$ cat src/rtl/serial_adder_pkg.sv
// Shared types and sizing helpers for the digit-serial adder.
package serial_adder_pkg;

    typedef enum logic [1:0] {IDLE, RUN, DONE} state_t;

    localparam int DEF_WIDTH = 32;
    localparam int DEF_DIGIT = 4;

    function automatic int digit_count(input int width, input int digit);
        return width / digit;
    endfunction

endpackage

$ cat src/rtl/digit_adder.sv
// One DIGIT-wide slice of the serial adder: a + b + cin -> {cout, sum}.
module digit_adder #(
    parameter int DIGIT = 4
) (
    input  logic [DIGIT-1:0] a,
    input  logic [DIGIT-1:0] b,
    input  logic             cin,
    output logic [DIGIT-1:0] sum,
    output logic             cout
);

    logic [DIGIT:0] total;

    assign total       = {1'b0, a} + {1'b0, b} + {{DIGIT{1'b0}}, cin};
    assign {cout, sum} = total;

endmodule

$ cat src/rtl/serial_adder.sv
// Digit-serial unsigned adder: WIDTH/DIGIT RUN cycles, one DONE cycle, z = {carry, sum}.
module serial_adder
    import serial_adder_pkg::*;
#(
    parameter int WIDTH = DEF_WIDTH,
    parameter int DIGIT = DEF_DIGIT
) (
    input  logic             clk,
    input  logic             rst_n,
    input  logic             start,
    input  logic [WIDTH-1:0] a,
    input  logic [WIDTH-1:0] b,
    output logic             busy,
    output logic             done,
    output logic [WIDTH:0]   z
);

    localparam int             NDIG = digit_count(WIDTH, DIGIT);
    localparam int             CW   = (NDIG > 1) ? $clog2(NDIG) : 1;
    localparam logic [CW-1:0]  LAST = CW'(NDIG - 1);

    state_t           state, state_next;
    logic [WIDTH-1:0] a_sh, b_sh, sum_sh, sum_next;
    logic [CW-1:0]    cnt;
    logic             carry;
    logic [DIGIT-1:0] dsum;
    logic             dcout;
    logic             accept, last;

    digit_adder #(.DIGIT(DIGIT)) u_digit (
        .a    (a_sh[DIGIT-1:0]),
        .b    (b_sh[DIGIT-1:0]),
        .cin  (carry),
        .sum  (dsum),
        .cout (dcout)
    );

    assign accept = start && (state == IDLE || state == DONE);
    assign last   = (cnt == LAST);
    assign busy   = (state == RUN);
    assign done   = (state == DONE);

    // New digit enters at the top so the full sum lands LSB-aligned after the last digit.
    assign sum_next = (sum_sh >> DIGIT) | (WIDTH'(dsum) << (WIDTH - DIGIT));

    always_ff @(posedge clk or negedge rst_n) begin
        if (!rst_n) state <= IDLE;
        else        state <= state_next;
    end

    always_comb begin
        state_next = state;
        case (state)
            IDLE:    if (start) state_next = RUN;
            RUN:     if (last)  state_next = DONE;
            DONE:    state_next = start ? RUN : IDLE;
            default: state_next = IDLE;
        endcase
    end

    always_ff @(posedge clk or negedge rst_n) begin
        if (!rst_n) begin
            a_sh   <= '0;
            b_sh   <= '0;
            sum_sh <= '0;
            carry  <= 1'b0;
            cnt    <= '0;
            z      <= '0;
        end else if (accept) begin
            a_sh   <= a;
            b_sh   <= b;
            sum_sh <= '0;
            carry  <= 1'b0;
            cnt    <= '0;
        end else if (state == RUN) begin
            a_sh   <= a_sh >> DIGIT;
            b_sh   <= b_sh >> DIGIT;
            sum_sh <= sum_next;
            carry  <= dcout;
            cnt    <= last ? '0 : cnt + CW'(1);
            // z is the only architecturally visible result; it moves once per addition.
            if (last) z <= {dcout, sum_next};
        end
    end

endmodule

$ cat config.mk
export PLATFORM = sky130hd
export DESIGN_NAME = serial_adder
export DESIGN_NICKNAME = d
export VERILOG_FILES = /design/src/rtl/serial_adder_pkg.sv /design/src/rtl/digit_adder.sv /design/src/rtl/serial_adder.sv
export SDC_FILE = /design/constraint.sdc
export NUM_CORES = 1
export LEC_CHECK = 0
export ABC_CLOCK_PERIOD_IN_PS = 1900
export CAP_MARGIN = 20
export CORE_MARGIN = 10
export CORE_UTILIZATION = 48
export CTS_CLUSTER_DIAMETER = 30
export CTS_CLUSTER_SIZE = 14
export DETAILED_ROUTE_END_ITERATION = 8
export GPL_ROUTABILITY_DRIVEN = 0
export PLACE_DENSITY = 0.76
export SLEW_MARGIN = 5
export SYNTH_ARGS = -nofsm -noshare
export SYNTH_HDL_FRONTEND = slang
export SYNTH_HIERARCHICAL = 1
export SYNTH_SLANG_ARGS = --single-unit
$ cat constraint.sdc
create_clock -name clk -period 1.9 [get_ports clk]
set_input_delay 0.19 -clock clk [delete_from_list [all_inputs] [get_ports clk]]
set_output_delay 0.19 -clock clk [all_outputs]
set_load 0.01 [all_outputs]
==> results of run 1 <==
cell type report:
cell class | instances | share of cell area (%)
clock buffers | 17 | 5.266
flip-flops and latches | 131 | 40.68
repair buffers | 129 | 15.58
multi-input cells | 336 | 34.00
clock inverters | 15 | 1.471
well taps | 172 | 2.664
inverters | 6 | 0.3408
layer usage:
metal | GRT usage [%] | vias to the layer above
met2 | 26.14 | 109
met4 | 5.079 | 0
met5 | 0 | -
met3 | 4.705 | 17
met1 | 20.44 | 2170
li1 | - | 2110
what timing repair did:
action	CTS	global route
hold buffers	1	0
resized for setup	7	2
setup endpoints to repair	4	2
hold endpoints to repair	52	0
setup buffers	3	0
pin swaps	1	0
where the power goes:
part           internal, mW  leakage [nW]  switching, mW
combinational          3.10          1.61           2.31
sequential             4.07          1.62           1.02
clock                  1.78         0.268           1.23
through the flow:
stage / std cells / util, %
finish: 806 / 63.49
global route: 806 / 63.49
global placement: 770 / 58.85
CTS: 806 / 63.43
detailed placement: 770 / 58.85
floorplan: 518 / -
Yosys cell counts, drive strengths merged:
| cell type | count | area share, % |
|---|---|---|
| nand2b | 3 | 0.42 |
| dfrtp | 131 | 52 |
| clkbuf | 23 | 1.4 |
| ha | 5 | 1.0 |
| nor3 | 25 | 2.0 |
| a22o | 36 | 5.0 |
| a211oi | 32 | 3.8 |
| buf | 22 | 2.3 |
| a21oi | 33 | 2.7 |
| mux2i | 36 | 5.8 |
| o21ai | 6 | 0.48 |
| mux2 | 64 | 13 |
| inv | 6 | 0.44 |
| nand2 | 1 | 0.18 |
| a21o | 2 | 0.24 |
| nor2b | 35 | 3.5 |
| xnor2 | 2 | 0.28 |
| nand3 | 4 | 0.32 |
| nor2 | 26 | 1.6 |
| fa | 2 | 0.64 |
| o22ai | 24 | 2.4 |
cell families (layout without fill, tap and decap cells):
family / Yosys count / in the layout / synth area share (%)
fa+ha+maj: 7 / 7 / 1.637
simple gates: 94 / 94 / 7.967
mux: 100 / 100 / 18.99
flops: 131 / 131 / 52.32
xor+xnor: 2 / 2 / 0.2796
compound gates: 133 / 133 / 14.68
buf+inv: 51 / 167 / 4.133
registers in the layout, indices dropped and copies added (netlist names):
signal  count
a_sh       32
sum_sh     28
state       2
carry       1
z          33
b_sh       32
cnt         3
worst register-to-register path: stages (launching register included):
cell and delay [ps]:
dfrtp_1 410, fa_2 260, inv_2 50, fa_2 330, buf_4 140, xnor2_1 130
mux2_4 270, a22o_1 220
path summary, 6_finish.rpt:
path,start,to,slack (ps)
hold reg to reg,b_sh[19],b_sh[19],510
setup reg to reg,carry,sum_sh[30],-20
hold / removal,start,a_sh[29],210
setup / recovery,carry,sum_sh[30],-20
max in group asynchronous,rst_n,carry,970
min in group asynchronous,rst_n,z[10],300
==> summary.txt, run 1 <==
Relative slew slack -> 64.33%
H-tree Lvls -> 4
Leak Pwr -> 3.501 nW
Final net count -> 695
Type of the tightest min-delay check -> input port to flip-flop
CTS root buffer -> clkbuf_16
Routed Wire Length -> 14390 um
Share of the yosys chip area belonging to registers -> 52.32%
Worst path max stage delay -> 410 ps
Syn_area_per_cell -> 12.10 um^2
Met2 wire length -> 7037 um
GRT Overall Usage -> 16.19%
Commonest non-fill, non-tap cell in the layout -> dfrtp_1
Overflow left after global routing -> 0
Yosys warning count -> 6
I/O Pins -> 102
Detailed Routing Iterations Pass 1 -> 4
Die footprint -> 0.01802 mm^2
Design area -> 0.008078 mm^2
Worst VDD drop -> 759.1 uV
Crit-path cells -> fa_2 -> inv_2 -> fa_2 -> buf_4 -> xnor2_1 -> mux2_4 -> a22o_1
Largest net degree at the start of global routing -> 57
Ant. Diodes -> 0
Num CTS Buffers -> 17
Die Ht -> 134.3 um
CP Capture Type -> flip-flop
Dpl hpwl -> 10020 um
Clk_lat worst skew -> 420 ps
Die W -> 134.3 um
Actual slew at the worst max-slew pin -> 535.0 ps
Mapped Area -> 0.006266 mm^2
Critical path buffer and inverter count -> 2
Fin. max-slew vios -> 0
CP startpoint kind -> flip-flop
Area growth from synthesis to layout -> 28.91%
Number of port buffers -> 101
Avg WL per Cell -> 17.85 um
WS Path Type -> flip-flop to flip-flop
Clock transition at the registers of the reported paths -> 60 ps
Most Frequent Cell on Critical Path -> fa_2
CP Max Fanout -> 3
DR vias/cell -> 5.467
Failing checks -> negative setup slack
Fin crit share -> 101.3%
Highest metal used -> met4
Wl on met1 -> 6515 um
Row count -> 41
Sink Count -> 131
TritonCTS clock tree -> built
Worst endpoint required time -> 2200 ps
Final Hold Viols -> 0
CP top delay family -> adder cells
Commonest cells after routing, fill and taps aside -> dfrtp_1, clkdlybuf4s50_1, mux2i_1, a22o_1, nor2b_1
Max-cap violations -> 0
Via Count -> 4406
Worst clock skew -> 11.57 ps
Antenna violations before repair -> 0
Min Tclk post-route -> 1925 ps
Setup TNS -> -27.76 ps
DRC -> 0
Crit path arrival time -> 2230 ps
Setup violators final -> 2
Filler Cell Count -> 1027
Area of the multi-input gates -> 0.002746 mm^2
Unique cell type count in the Yosys netlist -> 28
First-pass GRT wire length -> 23950 um
Crit-path slowest cell -> dfrtp_1
F_max -> 519.6 MHz
Vias in the first global route -> 4677
RSZ-0062 raised after global routing -> true
Total core area -> 0.01272 mm^2
WP depth -> 7
Post-Synthesis Cells -> 518
Sequential cell area -> 0.003286 mm^2
Routed wl met3 -> 652 um
Reg2reg path depth -> 7
Status -> finished, violations left
DP Worst Slack -> -81.23 ps
Initial Util -> 49.25%
Synth Net Count -> 592
Final ANT Viol Nets -> 0
Hold_ws -> 213.7 ps
Total power draw -> 13.51 mW
Area after DPL -> 0.007487 mm^2
Hold Path Cell Cnt -> 3
Max Root-Sink Buffers -> 2
Share of layout cells above drive strength 1 -> 21.45%
#FFs+latches synth -> 131
P per Cell Area -> 1673 mW/mm^2
Initial DRC Count -> 289
Setup WS post-layout -> -24.55 ps
Power figures use the tool's default switching activity.
==> run 2, diff against run 1 <==
--- a/config.mk
+++ b/config.mk
@@ -14,7 +14,7 @@
 export DETAILED_ROUTE_END_ITERATION = 8
 export GPL_ROUTABILITY_DRIVEN = 0
 export PLACE_DENSITY = 0.76
-export SLEW_MARGIN = 5
+export SLEW_MARGIN = 20
 export SYNTH_ARGS = -nofsm -noshare
 export SYNTH_HDL_FRONTEND = slang
 export SYNTH_HIERARCHICAL = 1
==> results of run 2 <==
No change in the layout: final DEF, timing and power equal those of run 1.
==> run 3, diff against run 2 <==
--- a/config.mk
+++ b/config.mk
@@ -13,6 +13,7 @@
 export CTS_CLUSTER_SIZE = 14
 export DETAILED_ROUTE_END_ITERATION = 8
 export GPL_ROUTABILITY_DRIVEN = 0
+export HOLD_SLACK_MARGIN = 0.15
 export PLACE_DENSITY = 0.76
 export SLEW_MARGIN = 20
 export SYNTH_ARGS = -nofsm -noshare
==> results of run 3 <==
No change in the layout: final DEF, timing and power equal those of run 1.
